### src/rtl/servo_pwm_array.sv
// N-channel servo PWM generator: one time-multiplexed sequencer slews each channel
// once per frame; duty and enable commit only at the frame boundary.
module servo_pwm_array #(
  parameter int unsigned CLK_FREQ    = 100_000_000,
  parameter int unsigned PWM_FREQ    = 50,
  parameter int unsigned NUM_CH      = 4,
  parameter int unsigned ANGLE_W     = 8,
  parameter int unsigned PULSE_MIN   = 100_000,
  parameter int unsigned PULSE_MAX   = 200_000,
  parameter int unsigned STEP_MAX    = 4,
  parameter int unsigned RESET_ANGLE = 128
) (
  input  logic                      clk,
  input  logic                      rst,
  input  logic [NUM_CH*ANGLE_W-1:0] angle,
  input  logic [NUM_CH-1:0]         angle_valid,
  input  logic [NUM_CH-1:0]         ch_enable,
  output logic [NUM_CH-1:0]         pwm,
  output logic                      frame_start,
  output logic [NUM_CH-1:0]         at_target
);

  localparam int unsigned PERIOD = CLK_FREQ / PWM_FREQ;
  localparam int unsigned CW     = $clog2(PERIOD);
  localparam int unsigned SCALE  = (PULSE_MAX - PULSE_MIN) / ((2 ** ANGLE_W) - 1);
  localparam int unsigned IW     = (NUM_CH > 1) ? $clog2(NUM_CH) : 1;

  localparam logic [ANGLE_W-1:0] POS_RST  = ANGLE_W'(RESET_ANGLE);
  localparam logic [CW-1:0]      DUTY_RST = CW'(PULSE_MIN + RESET_ANGLE * SCALE);
  localparam logic [CW-1:0]      CNT_LAST = CW'(PERIOD - 1);
  localparam logic [IW-1:0]      IDX_LAST = IW'(NUM_CH - 1);

  typedef enum logic {S_IDLE, S_UPDATE} state_t;

  state_t             r_state;
  logic [IW-1:0]      r_idx;
  logic [CW-1:0]      r_cnt;
  logic [ANGLE_W-1:0] r_target   [NUM_CH];
  logic [ANGLE_W-1:0] r_pos      [NUM_CH];
  logic [CW-1:0]      r_shadow   [NUM_CH];
  logic [CW-1:0]      r_duty_act [NUM_CH];
  logic [NUM_CH-1:0]  r_en_act;

  logic [ANGLE_W-1:0] w_tgt;
  logic [ANGLE_W-1:0] w_pos;
  logic [ANGLE_W-1:0] w_mag;
  logic [ANGLE_W-1:0] w_new_pos;
  logic [CW-1:0]      w_duty;

  always_ff @(posedge clk) begin
    if (rst) r_cnt <= '0;
    else if (r_cnt == CNT_LAST) r_cnt <= '0;
    else r_cnt <= r_cnt + 1'b1;
  end

  always_ff @(posedge clk) begin
    if (rst) begin
      for (int unsigned k = 0; k < NUM_CH; k++) r_target[k] <= POS_RST;
    end else begin
      for (int unsigned k = 0; k < NUM_CH; k++)
        if (angle_valid[k]) r_target[k] <= angle[k*ANGLE_W +: ANGLE_W];
    end
  end

  // Slew step for the channel currently selected by the sequencer; never overshoots.
  always_comb begin
    w_tgt     = r_target[r_idx];
    w_pos     = r_pos[r_idx];
    w_mag     = (w_tgt >= w_pos) ? (w_tgt - w_pos) : (w_pos - w_tgt);
    w_new_pos = w_tgt;
    if (STEP_MAX != 0 && 32'(w_mag) > STEP_MAX) begin
      if (w_tgt > w_pos) w_new_pos = w_pos + ANGLE_W'(STEP_MAX);
      else               w_new_pos = w_pos - ANGLE_W'(STEP_MAX);
    end
    w_duty = CW'(PULSE_MIN + 32'(w_new_pos) * SCALE);
  end

  always_ff @(posedge clk) begin
    if (rst) begin
      r_state <= S_IDLE;
      r_idx   <= '0;
      for (int unsigned k = 0; k < NUM_CH; k++) begin
        r_pos[k]    <= POS_RST;
        r_shadow[k] <= DUTY_RST;
      end
    end else begin
      case (r_state)
        S_IDLE: begin
          if (r_cnt == '0) begin
            r_state <= S_UPDATE;
            r_idx   <= '0;
          end
        end
        S_UPDATE: begin
          r_pos[r_idx]    <= w_new_pos;
          r_shadow[r_idx] <= w_duty;
          if (r_idx == IDX_LAST) begin
            r_state <= S_IDLE;
            r_idx   <= '0;
          end else begin
            r_idx <= r_idx + 1'b1;
          end
        end
        default: r_state <= S_IDLE;
      endcase
    end
  end

  always_ff @(posedge clk) begin
    if (rst) begin
      r_en_act    <= '0;
      pwm         <= '0;
      frame_start <= 1'b0;
      for (int unsigned k = 0; k < NUM_CH; k++) r_duty_act[k] <= DUTY_RST;
    end else begin
      if (r_cnt == CNT_LAST) begin
        r_en_act <= ch_enable;
        for (int unsigned k = 0; k < NUM_CH; k++) r_duty_act[k] <= r_shadow[k];
      end
      for (int unsigned k = 0; k < NUM_CH; k++)
        pwm[k] <= r_en_act[k] && (r_cnt < r_duty_act[k]);
      frame_start <= (r_cnt == '0);
    end
  end

  always_comb begin
    at_target = '0;
    for (int unsigned k = 0; k < NUM_CH; k++) at_target[k] = (r_pos[k] == r_target[k]);
  end

endmodule

### config.mk
export PLATFORM = sky130hd
export DESIGN_NAME = servo_pwm_array
export DESIGN_NICKNAME = d
export VERILOG_FILES = /design/src/rtl/servo_pwm_array.sv
export SDC_FILE = /design/constraint.sdc
export NUM_CORES = 1
export LEC_CHECK = 0
export ABC_AREA = 1
export CAP_MARGIN = 40
export CORE_MARGIN = 1.5
export CORE_UTILIZATION = 56
export CTS_CLUSTER_SIZE = 24
export DETAILED_ROUTE_END_ITERATION = 8
export MAX_ROUTING_LAYER = met4
export PLACE_DENSITY = 0.77
export REMOVE_ABC_BUFFERS = 1
export SYNTH_ARGS = -nofsm -noshare
export SYNTH_HDL_FRONTEND = slang
export SYNTH_SLANG_ARGS = --single-unit
### constraint.sdc
create_clock -name clk -period 6.4 [get_ports clk]
set_input_delay 0.64 -clock clk [delete_from_list [all_inputs] [get_ports clk]]
set_output_delay 0.64 -clock clk [all_outputs]
set_load 0.01 [all_outputs]
==> results.txt, run 1 <==
Fmax: 163 MHz
Netlist cell types: 49
XOR/XNOR share of the synthesized area: 2.99%
synthesized flop and latch total: 211
crit path capture type: flip-flop
chip width: 151 µm
Critical Path Max Stage Delay: 0.55 ns
Synth Instances: 1,381
max_cap viols: 0
first-pass GRT wire length: 45.9 mm
core area: 21,700 µm²
Hold Crit Class: flip-flop to flip-flop
mean post-synth cell area: 8.90 µm²
Starting Density: 56.7%
Critical Path RT: 6.62 ns
largest net degree at the start of global routing: 61
startpoint types: flip-flop
sequential-to-total area share from yosys stat: 48.7%
I/O pin count: 51
CP Buf/Inv Count: 9
Port Buffers: 50
Final Hold Fails: 0
TritonCTS Sinks: 211
status: complete, no violations
Top Family by Delay on Critical Path: adder cells
Layout area overhead: 18.7%
row count: 54
share of cells above drive strength 1: 13.6%
detailed-route DRC error count: 0
DRT antenna net count: 0
clock-pin slew on the worst setup and hold paths: 0.06 ns
DIE AREA: 22,800 µm²
Post-Synth Simple-Gate Area: 20.4%
post-route cell area: 14,600 µm²
Tcrit/Tclk final: 95.8%
synthesis warning total: 0
DR vias: 9,590
Slew @ Worst Pin: 0.781 ns
gr ovfl total: 0
synthesized area: 12,300 µm²
Final Critical Period: 6.13 ns
Final HPWL DP: 22.1 mm
CP Class: flip-flop to flip-flop
asr flop ratio synth: 0%
DRT iter0 DRCs: 707
prevailing post-synth register cell: edfxtp_1
multiplexer share of the synthesized area: 0%
Slew HR: 46.6%
GRT Total Usage: 26.9%
main combinational cell family by area after synthesis: simple AND/OR/NAND/NOR gates
n_diodes: 0
compound-gate portion of the synthesized area: 6.67%
CP arrival: 6.35 ns
Vert. Die Dim: 151 µm
gpl congestion: 0.987
Root Driver: clkbuf_16
wire per inst: 16.8 µm
Hold WS: 0.475 ns
fin worst setup slack: 0.271 ns
adder-cell area share of the yosys netlist: 11.8%
Post-Place Setup Slack: 0.0193 ns
Final setup violation count: 0
final wirelength: 29.8 mm
antenna violations before repair: 0
vias per cell: 5.39
Nets: 1,636
Max H-tree Level: 1
CTS tree: done
clk_lat worst skew: 0.52 ns
clock skew: 0.0221 ns
Max Root-Sink Buffers: 3
CP max FO: 7
EDFF count, synth: 176
Final Max Slew Viols: 0
CP max stage cell: fa_1
Most Frequent Cell on Critical Path: inv_1
TritonCTS Buffers: 23
drt pass-1 iters: 5
placed inst area: 13,400 µm²
vias in the first global route: 9,198
-- per-layer routing --
metal  wire [µm]  global-route usage, %
met4         979                   8.50
met5           0                      -
met2       14500                   44.5
met1       11900                   33.8
met3        2380                   4.73
-- cell usage after synthesis, types with 2 or more instances --
library cell | number | share of area [%]
xor2_1 | 15 | 1.1
edfxtp_1 | 176 | 43
fa_1 | 6 | 0.98
o21bai_1 | 8 | 0.49
nor2_1 | 184 | 5.6
inv_2 | 3 | 0.092
o221ai_1 | 2 | 0.14
a221oi_1 | 2 | 0.14
clkbuf_1 | 15 | 0.46
buf_1 | 6 | 0.18
nand2_1 | 236 | 7.2
o21ai_0 | 20 | 0.81
a32oi_1 | 13 | 0.93
nor4_1 | 10 | 0.51
buf_2 | 2 | 0.081
nand3_2 | 3 | 0.24
ha_1 | 106 | 11
nand3_1 | 48 | 2.0
o21ai_1 | 3 | 0.12
nor2_2 | 4 | 0.20
o211ai_1 | 3 | 0.18
a21oi_1 | 66 | 2.7
nor3b_1 | 3 | 0.18
inv_1 | 279 | 8.5
nor2_4 | 2 | 0.18
nand2_2 | 12 | 0.61
o22ai_1 | 2 | 0.10
or2_2 | 33 | 1.7
a31oi_1 | 2 | 0.10
a2111oi_0 | 2 | 0.14
nor3_1 | 9 | 0.37
nand4_1 | 26 | 1.3
o21a_1 | 4 | 0.24
dfxtp_1 | 35 | 5.7
xnor2_1 | 27 | 1.9
-- path summary, 6_finish.rpt --
| check | slack [ns] | from | to | cells past startpoint |
|---|---|---|---|---|
| worst max register to register | 0.27 | flip-flop | r_shadow[2][16]$_SDFFCE_PN0P_ | 36 |
| worst min-delay path | 0.47 | r_cnt[0]$_SDFF_PP0_ | r_cnt[0]$_SDFF_PP0_ | 1 |
| worst max-delay path | 0.27 | flip-flop | r_shadow[2][16]$_SDFFCE_PN0P_ | 36 |
| worst min register to register | 0.47 | r_cnt[0]$_SDFF_PP0_ | r_cnt[0]$_SDFF_PP0_ | 1 |
-- cell type report --
class                   instances  area (µm²)
clock inverters                13         146
clock buffers                  29         598
inverters                     283        1070
repair buffers                100         957
flip-flops and latches        211        5990
multi-input cells             863        5480
well taps                     280         350
fillers                      1609        7100
-- registers in the layout, summed over array words and instances (netlist names), named ones only --
name,count
r_pos,32
pwm,4
r_state,1
r_shadow,52
r_duty_act,60
r_cnt,21
frame_start,1
r_idx,2
r_en_act,4
r_target,32
-- timing repair --
action / CTS / global route
cloned: 0 / 2
endpoints found under the setup margin: 7 / 27
hold buffers: 0 / 0
resized for setup: 1 / 91
pin swaps: 1 / 15
buffers inserted: 1 / 9
-- per-stage QoR --
step	TNS (ns)	instances	util, %
5_1_grt	-0.221	1779	67.3
3_3_place_gp	0	1721	61.3
2_1_floorplan	-1.43	1357	-
4_1_cts	0	1768	65.1
3_5_place_dp	0	1725	61.6
6_report	0	1779	67.3
-- placed cells by master (no fill, tap or decap), types with 15 or more instances in the layout --
cell type        instances
a21oi_1                 61
buf_4                   39
clkbuf_16               24
clkdlybuf4s50_1         50
dfxtp_1                 33
edfxtp_1               176
ha_1                    97
inv_1                  269
nand2_1                225
nand2_2                 19
nand3_1                 46
nand4_1                 26
nor2_1                 183
o21ai_0                 16
or2_2                   33
xnor2_1                 27
xor2_1                  15
-- cell families after synthesis --
logic type               Yosys count
AO/OA/AOI/OAI                    135
XOR/XNOR                          42
adder cells (fa/ha/maj)          112
buffers and inverters            307
flip-flops                       211
AND/OR/NAND/NOR                  574
Power of run 1 is left out: the tool's default activity adds up to more than one toggle a clock period on the data nets, which glitch-free logic cannot reach.
==> run 2: changes to the inputs <==
CORE_UTILIZATION = 45   (was 56)
PLACE_DENSITY = default   (was 0.77)
clock period = 7.8 ns   (was 6.4 ns; I/O delays follow)
==> results.txt, run 2 (synthesis results as in run 1) <==
fill count: 2,491 (+55%)
CP max stage cell: fa_1
gpl congestion: 0.906 (-8.2%)
antenna violations before repair: 0 (unchanged)
WL met3: 1.11 mm (-53%)
Final setup violation count: 0 (unchanged)
DIE AREA: 28,300 µm² (+24%)
Final Hold Fails: 0 (unchanged)
Critical Path Max Stage Delay: 0.44 ns (-0.11 ns)
Tcrit/Tclk final: 91.9% (-3.9 points)
DRT iter0 DRCs: 661 (-6.5%)
Reg with most FFs: r_duty_act
CTS tree: done
clock-pin slew on the worst setup and hold paths: 0.06 ns (about the same)
Fmax: 140 MHz (-14%)
Critical Path RT: 8.03 ns (+1.41 ns)
max_cap viols: 0 (unchanged)
Max H-tree Level: 1 (unchanged)
detailed-route DRC error count: 0 (unchanged)
Starting Density: 45.7% (-11 points)
Final HPWL DP: 22.0 mm (-0.14%)
DR vias: 9,041 (-5.7%)
clk_lat worst skew: 0.51 ns (about the same)
crit path capture type: flip-flop
Hold-fix buffers, CTS: 0 (unchanged)
vias per cell: 5.01 (-7.0%)
drt pass-1 iters: 5 (unchanged)
Nets: 1,601 (-2.1%)
Hold Crit Class: flip-flop to flip-flop
DRT antenna net count: 0 (unchanged)
chip width: 168 µm (+11%)
commonest non-fill, non-tap cell in the layout: inv_1
TritonCTS Buffers: 24 (+4.3%)
Final Critical Period: 7.17 ns (+1.04 ns)
clock skew: 0.0121 ns (-0.00994 ns)
Port Buffers: 50 (unchanged)
RSZ-0062 raised after global routing: no
postcts setup bufs: 0 (-1)
Most Frequent Cell on Critical Path: nand2_1
core area: 26,900 µm² (+24%)
row count: 60 (+11%)
vias in the first global route: 8,775 (-4.6%)
Vert. Die Dim: 168 µm (+11%)
wire per inst: 15.9 µm (-5.4%)
largest net degree at the start of global routing: 61 (unchanged)
largest registers: r_duty_act (60), r_shadow (52)
status: complete, no violations
final wirelength: 28.6 mm (-4.0%)
max layer used: met4
share of cells above drive strength 1: 7.45% (-6.2 points)
first-pass GRT wire length: 46.5 mm (+1.2%)
max reg flops: 60 (unchanged)
Layout area overhead: 14.5%
CP Class: flip-flop to flip-flop
TritonCTS Sinks: 211 (unchanged)
Max Root-Sink Buffers: 3 (unchanged)
DR WL met2: 13.4 mm (-7.9%)
Setup TNS: 0 ns (unchanged)
most frequent cells in the layout: inv_1 (278), nand2_1 (235), nor2_1 (184)
Slew HR: 48.4% (+1.8 points)
CP max FO: 17 (+10)
I/O pin count: 51 (unchanged)
startpoint types: flip-flop
Root Driver: clkbuf_16
CP arrival: 7.39 ns (+1.04 ns)
GRT Total Usage: 21.4% (-5.5 points)
metal1 wirelength: 13.8 mm (+15%)
n_diodes: 0 (unchanged)
Final Max Slew Viols: 0 (unchanged)
gr ovfl total: 0 (unchanged)
Slew @ Worst Pin: 0.772 ns (-0.00834 ns)
-- run 2: cell count changes in the layout (fill, tap and decap cells not counted), moves of 5 or more --
cell	change
inv_1	+9
ha_1	+9
buf_4	-31
nand2_2	-6
ha_4	-5
a32oi_1	+11
a21oi_1	+5
nand2_1	+10
a32oi_2	-10
inv_2	-8
-- run 2: timing repair --
| item | CTS | global route |
|---|---|---|
| setup endpoints to repair | 0 | 18 |
| resized for setup | 0 | 3 |
| hold endpoints to repair | 0 | 0 |
-- run 2: through the flow --
step	hold WS, ns	cells	setup slack, ns	util (%)	area [µm²]
finish	0.456	1804	0.635	52.4	14100
global route	0.486	1804	0.0544	52.4	14100
CTS	0.468	1804	0.651	52.3	14100
detailed placement	0.459	1762	0.645	49.5	13300
global placement	0.432	1756	0.686	49.0	13200
floorplan	0.417	1357	1.21	-	12200
-- run 2: cell type report --
class / count / area (µm²) / share of cell area [%]
Inverter: 283 / 1070 / 7.57
Sequential cell: 211 / 5990 / 42.5
Tap cell: 341 / 427 / 3.03
Multi-Input combinational cell: 863 / 5160 / 36.6
Timing Repair Buffer: 64 / 689 / 4.90
Clock buffer: 29 / 641 / 4.55
Clock inverter: 13 / 109 / 0.773
-- run 2: path summary, 6_finish.rpt --
path,from,to,slack (ns),cells after the start
setup / recovery,flip-flop,r_shadow[2][16]$_SDFFCE_PN0P_,0.63,38
hold / removal,r_cnt[0]$_SDFF_PP0_,r_cnt[0]$_SDFF_PP0_,0.46,1
setup reg to reg,flip-flop,r_shadow[2][16]$_SDFFCE_PN0P_,0.63,38
hold reg to reg,r_cnt[0]$_SDFF_PP0_,r_cnt[0]$_SDFF_PP0_,0.46,1
-- run 2: routing by layer --
layer	track usage, %	vias up
met1	29.5	4239
met5	-	-
met4	3.88	0
li1	-	4616
met3	2.00	31
met2	35.0	155
-- run 2: critical path: cells and delay by family, from the launching register on --
kind / cells / cell delay [ns]
flip-flops: 1 / 0.30
AO/OA/AOI/OAI: 9 / 1.56
buffers and inverters: 6 / 0.91
XOR/XNOR: 2 / 0.46
adder cells (fa/ha/maj): 6 / 2.24
AND/OR/NAND/NOR: 15 / 1.36
Power of run 2 is left out for the same reason.
